==> config.mk <==
export PLATFORM = sky130hd
export DESIGN_NAME = uart_rx_fifo
export DESIGN_NICKNAME = d
export VERILOG_FILES = /design/src/rtl/uart_pkg.sv /design/src/rtl/sync_fifo.sv /design/src/rtl/uart_rx_fifo.sv
export SDC_FILE = /design/constraint.sdc
export NUM_CORES = 1
export LEC_CHECK = 0
export CAP_MARGIN = 30
export CELL_PAD_IN_SITES_DETAIL_PLACEMENT = 0
export CELL_PAD_IN_SITES_GLOBAL_PLACEMENT = 1
export CORE_UTILIZATION = 53
export DETAILED_ROUTE_END_ITERATION = 7
export PLACE_DENSITY = 0.89
export SLEW_MARGIN = 10
export SYNTH_ARGS = -nofsm -noshare
export SYNTH_HDL_FRONTEND = slang
export SYNTH_SLANG_ARGS = --single-unit
==> constraint.sdc <==
create_clock -name pll_clk -period 5.8 [get_ports pll_clk]
set_input_delay 0.58 -clock pll_clk [delete_from_list [all_inputs] [get_ports pll_clk]]
set_output_delay 0.58 -clock pll_clk [all_outputs]
set_load 0.02 [all_outputs]
==> src/rtl/uart_pkg.sv <==
// Shared definitions for the UART blocks: oversampling ratio, receiver
// state encoding and the baud divider calculation.
package uart_pkg;

  localparam int unsigned OVERSAMPLE = 16;

  typedef enum logic [2:0] {
    IDLE,
    START,
    DATA,
    STOP,
    BREAK
  } rx_state_e;

  // Clocks per oversampling tick, rounded to nearest.
  function automatic int unsigned calc_div(input int unsigned clk_hz,
                                           input int unsigned baud);
    return (clk_hz + baud * (OVERSAMPLE / 2)) / (baud * OVERSAMPLE);
  endfunction

endpackage

==> src/rtl/sync_fifo.sv <==
// Small synchronous FIFO with a registered head entry.
// Ports:
//   pll_clk, rst_n      clock, asynchronous active-low reset
//   push, push_data     write request and data (dropped when full, no pop)
//   full                count has reached DEPTH
//   pop                 read request, honoured only while valid
//   pop_data, valid     registered head entry and not-empty flag
module sync_fifo #(
  parameter int unsigned WIDTH = 8,
  parameter int unsigned DEPTH = 4
) (
  input  logic             pll_clk,
  input  logic             rst_n,
  input  logic             push,
  input  logic [WIDTH-1:0] push_data,
  output logic             full,
  input  logic             pop,
  output logic [WIDTH-1:0] pop_data,
  output logic             valid
);

  localparam int unsigned PTR_W = $clog2(DEPTH);
  localparam int unsigned CNT_W = PTR_W + 1;

  logic [WIDTH-1:0] mem [DEPTH];
  logic [PTR_W-1:0] wr_ptr;
  logic [PTR_W-1:0] rd_ptr;
  logic [PTR_W-1:0] rd_ptr_nxt;
  logic [CNT_W-1:0] count;
  logic [CNT_W-1:0] count_after_pop;
  logic [CNT_W-1:0] count_nxt;
  logic             do_push;
  logic             do_pop;

  assign full            = (count == CNT_W'(DEPTH));
  assign do_pop          = valid && pop;
  assign do_push         = push && (!full || do_pop);
  assign count_after_pop = count - CNT_W'(do_pop);
  assign count_nxt       = count_after_pop + CNT_W'(do_push);
  assign rd_ptr_nxt      = rd_ptr + PTR_W'(do_pop);

  // Storage array; no reset needed, entries are only read once written.
  always_ff @(posedge pll_clk) begin
    if (do_push) begin
      mem[wr_ptr] <= push_data;
    end
  end

  // Pointers, count and the registered head. When the FIFO would be empty
  // after this cycle's pop, a concurrent push becomes the new head directly.
  always_ff @(posedge pll_clk or negedge rst_n) begin
    if (!rst_n) begin
      wr_ptr   <= '0;
      rd_ptr   <= '0;
      count    <= '0;
      valid    <= 1'b0;
      pop_data <= '0;
    end else begin
      wr_ptr <= wr_ptr + PTR_W'(do_push);
      rd_ptr <= rd_ptr_nxt;
      count  <= count_nxt;
      valid  <= (count_nxt != '0);
      if (do_push && (count_after_pop == '0)) begin
        pop_data <= push_data;
      end else if (count_after_pop != '0) begin
        pop_data <= mem[rd_ptr_nxt];
      end
    end
  end

endmodule

==> src/rtl/uart_rx_fifo.sv <==
// 8N1 UART receiver with 16x oversampling and an output byte FIFO.
// Ports:
//   pll_clk, rst_n       clock, asynchronous active-low reset
//   rx_pin               raw asynchronous RX line, idles high
//   rx_data, rx_valid    head-of-FIFO byte and not-empty flag
//   rx_ready             consumer accept; pop on rx_valid && rx_ready
//   frame_err            one-cycle pulse when a stop bit samples low
//   overflow             sticky: a byte was dropped on a full FIFO
//   overflow_clr         clears overflow (a coincident set wins)
module uart_rx_fifo
  import uart_pkg::*;
#(
  parameter int unsigned CLK_HZ     = 25125000,
  parameter int unsigned BAUD       = 115200,
  parameter int unsigned FIFO_DEPTH = 4
) (
  input  logic       pll_clk,
  input  logic       rst_n,
  input  logic       rx_pin,
  output logic [7:0] rx_data,
  output logic       rx_valid,
  input  logic       rx_ready,
  output logic       frame_err,
  output logic       overflow,
  input  logic       overflow_clr
);

  localparam int unsigned DIV    = calc_div(CLK_HZ, BAUD);
  localparam int unsigned DIV_W  = (DIV >= 2) ? $clog2(DIV) : 1;
  localparam int unsigned TICK_W = $clog2(OVERSAMPLE);
  localparam int unsigned HALF   = OVERSAMPLE / 2;

  if (DIV < 2) begin : g_bad_div
    $error("uart_rx_fifo: baud divider below 2");
  end

  rx_state_e         state;
  logic              sync1;
  logic              rxs;
  logic [DIV_W-1:0]  div_cnt;
  logic [TICK_W-1:0] tick_cnt;
  logic [2:0]        bit_idx;
  logic [7:0]        shift;
  logic              tick_c;
  logic              start_c;
  logic              stop_tick_c;
  logic              push_c;
  logic              pop_c;
  logic              full;

  // Two-flop synchroniser; idles high so reset does not look like a start.
  always_ff @(posedge pll_clk or negedge rst_n) begin
    if (!rst_n) begin
      sync1 <= 1'b1;
      rxs   <= 1'b1;
    end else begin
      sync1 <= rx_pin;
      rxs   <= sync1;
    end
  end

  assign start_c = (state == IDLE) && !rxs;
  assign tick_c  = (div_cnt == DIV_W'(DIV - 1));

  // Oversampling tick; restarted on the start edge to phase-align sampling.
  always_ff @(posedge pll_clk or negedge rst_n) begin
    if (!rst_n) begin
      div_cnt <= '0;
    end else if (start_c || tick_c) begin
      div_cnt <= '0;
    end else begin
      div_cnt <= div_cnt + DIV_W'(1);
    end
  end

  assign stop_tick_c = (state == STOP) && tick_c &&
                       (tick_cnt == TICK_W'(OVERSAMPLE - 1));
  assign push_c      = stop_tick_c && rxs;
  assign pop_c       = rx_valid && rx_ready;

  // Frame recovery FSM.
  always_ff @(posedge pll_clk or negedge rst_n) begin
    if (!rst_n) begin
      state     <= IDLE;
      tick_cnt  <= '0;
      bit_idx   <= '0;
      shift     <= '0;
      frame_err <= 1'b0;
    end else begin
      frame_err <= 1'b0;
      case (state)
        IDLE: begin
          if (!rxs) begin
            state    <= START;
            tick_cnt <= '0;
          end
        end
        START: begin
          if (tick_c) begin
            if (tick_cnt == TICK_W'(HALF - 1)) begin
              tick_cnt <= '0;
              bit_idx  <= '0;
              state    <= rxs ? IDLE : DATA;
            end else begin
              tick_cnt <= tick_cnt + TICK_W'(1);
            end
          end
        end
        DATA: begin
          if (tick_c) begin
            tick_cnt <= tick_cnt + TICK_W'(1);
            if (tick_cnt == TICK_W'(OVERSAMPLE - 1)) begin
              shift[bit_idx] <= rxs;
              bit_idx        <= bit_idx + 3'd1;
              if (bit_idx == 3'd7) begin
                state <= STOP;
              end
            end
          end
        end
        STOP: begin
          if (tick_c) begin
            tick_cnt <= tick_cnt + TICK_W'(1);
            if (tick_cnt == TICK_W'(OVERSAMPLE - 1)) begin
              if (rxs) begin
                state <= IDLE;
              end else begin
                frame_err <= 1'b1;
                state     <= BREAK;
              end
            end
          end
        end
        BREAK: begin
          if (rxs) begin
            state <= IDLE;
          end
        end
        default: state <= IDLE;
      endcase
    end
  end

  // Sticky overflow: a push that the FIFO cannot take this cycle.
  always_ff @(posedge pll_clk or negedge rst_n) begin
    if (!rst_n) begin
      overflow <= 1'b0;
    end else if (push_c && full && !pop_c) begin
      overflow <= 1'b1;
    end else if (overflow_clr) begin
      overflow <= 1'b0;
    end
  end

  sync_fifo #(
    .WIDTH(8),
    .DEPTH(FIFO_DEPTH)
  ) u_fifo (
    .pll_clk  (pll_clk),
    .rst_n    (rst_n),
    .push     (push_c),
    .push_data(shift),
    .full     (full),
    .pop      (pop_c),
    .pop_data (rx_data),
    .valid    (rx_valid)
  );

endmodule

==> summary.md <==
| Metric | Value |
|---|---|
| Synth Flop Type | dfrtp_1 |
| EDFF count, synth | 32 |
| Fin. Hold Viols | 0 |
| Synth Area in Adders | 4.23% |
| Layout cell share with drive strength beyond 1 | 18.8% |
| CP Data Required Time | between 5000 and 6000 ps |
| Clock tree buffer depth | 2 |
| RSZ-0062 raised after global routing | false |
| Remaining DRCs | 0 |
| Synth Area in XOR/XNOR | roughly 1.9% |
| DIE WIDTH | about 80 µm |
| Resized cells post-CTS | 0 |
| Slew @ Worst Pin | approximately 880 ps |
| DR vias/cell | 5.71 |
| Clk root buf | clkbuf_8 |
| Fillers | 437 |
| Max cap viols | 0 |
| Antenna viol nets, final | 0 |
| Vias | 1889 |
| Setup Viol. Count Final | 0 |
| Crit path max-delay family | simple AND/OR/NAND/NOR gates |
| DR iter-0 viols | 130 |
| Relative slew margins | 40.8% |
| Fmax | around 340 MHz |
| Crit path depth | 7 |
| GR Overflow Total | 0 |
| Reg clk slew, reported paths | 80 ps |
| GR Util All Layers | 19.6% |
| #FFs+latches synth | 74 |
| Area of the mapped netlist | 3260 µm² |
| Total die area | 6460 µm² |
| Multiplexer share of the synthesized area | 9.34% |
| Height of the die | 80.4 µm |
| Register area share after synthesis | 61.9% |
| Vias in the first global route | 1891 |
| Startpoint types | register |
| Yosys cell types | 48 |
| Slowest CP cell | or4_1 |
| Synth Area in Simple Gates | about an eighth |
| Core Area | 5920 µm² |
| Warnings, synthesis | 0 |
| Hold_ws | 102 ps |
| Clock Sinks | 74 |
| Depth of the most critical reg-to-reg path | 7 |
| Clock latency on the worst-skew pair | 350 ps |
| R2R Setup Slk | approximately 2900 ps |
| Buf/Inv on CP | 2 |
| # rows | 28 |
| Inserted Diodes | 0 |
| Worst Path Max Fanout | 12 |
| H-tree lvl count | 3 |
| Setup bufs post-CTS | 0 |
| Compound-Gate Fraction of Synth Area | 7.38% |
| Syn Inst Count | between 200 and 250 |
| Worst hold-check path type | in2async |
| Largest family of logic cells by synthesized area | simple AND/OR/NAND/NOR gates |
| Final Skew | 16.5 ps |
| Area growth from synthesis to layout | 13.0% |
| Sequential cell area | 2010 µm² |
| CP endpoint kind | register |
| Status | finished, final reports clean |
| Critical path type | reg2reg |
| CTS tree | yes |
| Final wirelength | 5540 µm |
| Synthesized Nets | ~250 |
| Final net count | 267 |
| GPL Wtd Cong | approximately 0.72 |
| Period utilization | between 50% and 60% |
| Hold-fix buffers, CTS | 0 |
| Ys async rst share | 56.8% |
| CP arrival | 2990 ps |
| Leakage | 1.53 nW |
| Fin crit period | 2940 ps |
| Worst-path cell chain | inv_1 -> ha_1 -> nand3_2 -> or4_1 -> nand2b_1 -> nor3b_1 -> buf_2 |
| Highest cell delay on the worst timing path | around 790 ps |
| Multi-input gate area | about 1200 µm² |
| VDD IR max | 0.211 mV |
| Num CTS Buffers | 9 |
| Mean post-synth cell area | 14.0 µm² |
| Sum Neg Setup Slack | 0 ps |
| Initial Util | 55.0% |
| Largest net degree at the start of global routing | 43 |
| Pwr/cell area | 339 nW/µm² |
| WL per Instance | 16.7 µm |
| Fin. max-slew vios | 0 |
| I/O pin total | 16 |
| Initial antenna violation count | 0 |
| Hpwl dp | 3830 µm |
| First-pass GRT wire length | 9350 µm |
| Router iterations before antenna repair | 4 |
| Input/output buffers | 15 |
-- metal layers --
| metal | track usage (%) | vias to the layer above | share of wire (%) |
|---|---|---|---|
| li1 | - | 911 | - |
| met1 | 26.5 | 936 | 49 |
| met2 | 30.6 | 36 | 47 |
| met3 | 5.11 | 6 | 2.7 |
| met4 | 6.96 | 0 | 1.2 |
| met5 | 0 | - | 0 |
-- stage by stage --
stage / instances / cell area (µm²) / utilization, % / setup WS (ps) / total power, mW
3_3_place_gp: 311 / 3440 / 58.1 / 2640 / 0.848
2_1_floorplan: 233 / 3260 / - / 3250 / 0.787
5_1_grt: 331 / 3680 / 62.1 / 2630 / 1.31
6_report: 331 / 3680 / 62.1 / 2860 / 1.25
3_5_place_dp: 312 / 3440 / 58.1 / 2520 / 0.857
4_1_cts: 328 / 3650 / 61.6 / 2490 / 1.25
-- placed cells by master (no fill, tap or decap), types with 2 or more instances in the layout --
| cell | Yosys | layout |
|---|---|---|
| nand3_1 | 13 | 13 |
| buf_2 | 3 | 4 |
| nand2b_1 | 5 | 5 |
| nor3_2 | 2 | 2 |
| nor3_1 | 2 | 2 |
| clkbuf_16 | 0 | 2 |
| nor2_1 | 16 | 16 |
| dfrtp_1 | 40 | 40 |
| edfxtp_1 | 32 | 32 |
| nand3b_1 | 2 | 2 |
| clkdlybuf4s50_1 | 0 | 14 |
| o21ai_0 | 10 | 10 |
| nand3_2 | 2 | 2 |
| mux2_2 | 7 | 7 |
| xor2_1 | 3 | 3 |
| a2111o_1 | 2 | 2 |
| mux4_2 | 8 | 8 |
| nor4_1 | 2 | 2 |
| ha_1 | 11 | 11 |
| and3_1 | 2 | 2 |
| mux2_1 | 4 | 4 |
| dfstp_2 | 2 | 2 |
| o22ai_1 | 2 | 2 |
| nor3b_1 | 3 | 3 |
| a22o_1 | 4 | 4 |
| xnor2_1 | 4 | 4 |
| nor4_2 | 3 | 3 |
| inv_1 | 8 | 8 |
| a31oi_1 | 8 | 8 |
| a21oi_1 | 4 | 4 |
| nand2_1 | 5 | 5 |
| clkbuf_8 | 0 | 9 |
-- power by group --
group	switching (mW)	internal (mW)	total, mW
Clock	0.191	0.209	0.400
Sequential	0.0199	0.579	0.599
Combinational	0.137	0.109	0.246
Total	0.348	0.898	1.25
-- path summary, 6_finish.rpt --
path	from	end
worst min-delay path	rst_n	u_fifo.count[1]
worst min register to register	sync1	rxs
worst max register to register	div_cnt[1]	u_fifo.mem[1][2]
min in group pll_clk	sync1	rxs
worst max-delay path	div_cnt[1]	u_fifo.mem[1][2]
max in group asynchronous	rst_n	sync1
-- Yosys cell counts (all sizes together), types with 2 or more instances --
cell    count  share of area, %
a2111o      2              0.69
a21oi       4              0.61
a22o        4               1.1
a31oi       8               1.5
and3        2              0.38
buf         8               1.3
clkbuf      4              0.50
dfrtp      40                31
dfstp       2               1.6
edfxtp     32                30
ha         11               4.2
inv         8              0.92
mux2       11               3.8
mux4        8               5.5
nand2       5              0.58
nand2b      5              0.96
nand3      15               2.6
nand3b      2              0.46
nor2       16               1.8
nor3        4              0.92
nor3b       3              0.69
nor4        5               1.5
o21ai      10               1.5
o22ai       2              0.38
or4         2              0.58
xnor2       4               1.1
xor2        3              0.81
-- sequential cells by signal, indices dropped and copies added (netlist names) --
| register | count |
|---|---|
| u_fifo.pop_data | 8 |
| div_cnt | 4 |
| overflow | 1 |
| frame_err | 1 |
| sync1 | 1 |
| u_fifo.mem | 32 |
| shift | 8 |
| state | 3 |
| u_fifo.valid | 1 |
| u_fifo.wr_ptr | 2 |
| rxs | 1 |
| u_fifo.count | 3 |
| u_fifo.rd_ptr | 2 |
| bit_idx | 3 |
| tick_cnt | 4 |
-- kinds of logic after synthesis --
kind of cell	after synthesis
multiplexers	19
XOR/XNOR	7
flip-flops	74
adder cells (fa/ha/maj)	11
AO/OA/AOI/OAI	36
buffers and inverters	20
AND/OR/NAND/NOR	66
-- layout make-up --
type / instances / share of cell area, %
clock inverter: 4 / 0.782
multi-input combinational: 139 / 31.4
tap: 75 / 2.55
clock buffer: 12 / 4.83
sequential: 74 / 54.8
timing repair buffer: 19 / 4.90
inverter: 8 / 0.816
No activity file was read; power rests on OpenSTA's default activity.
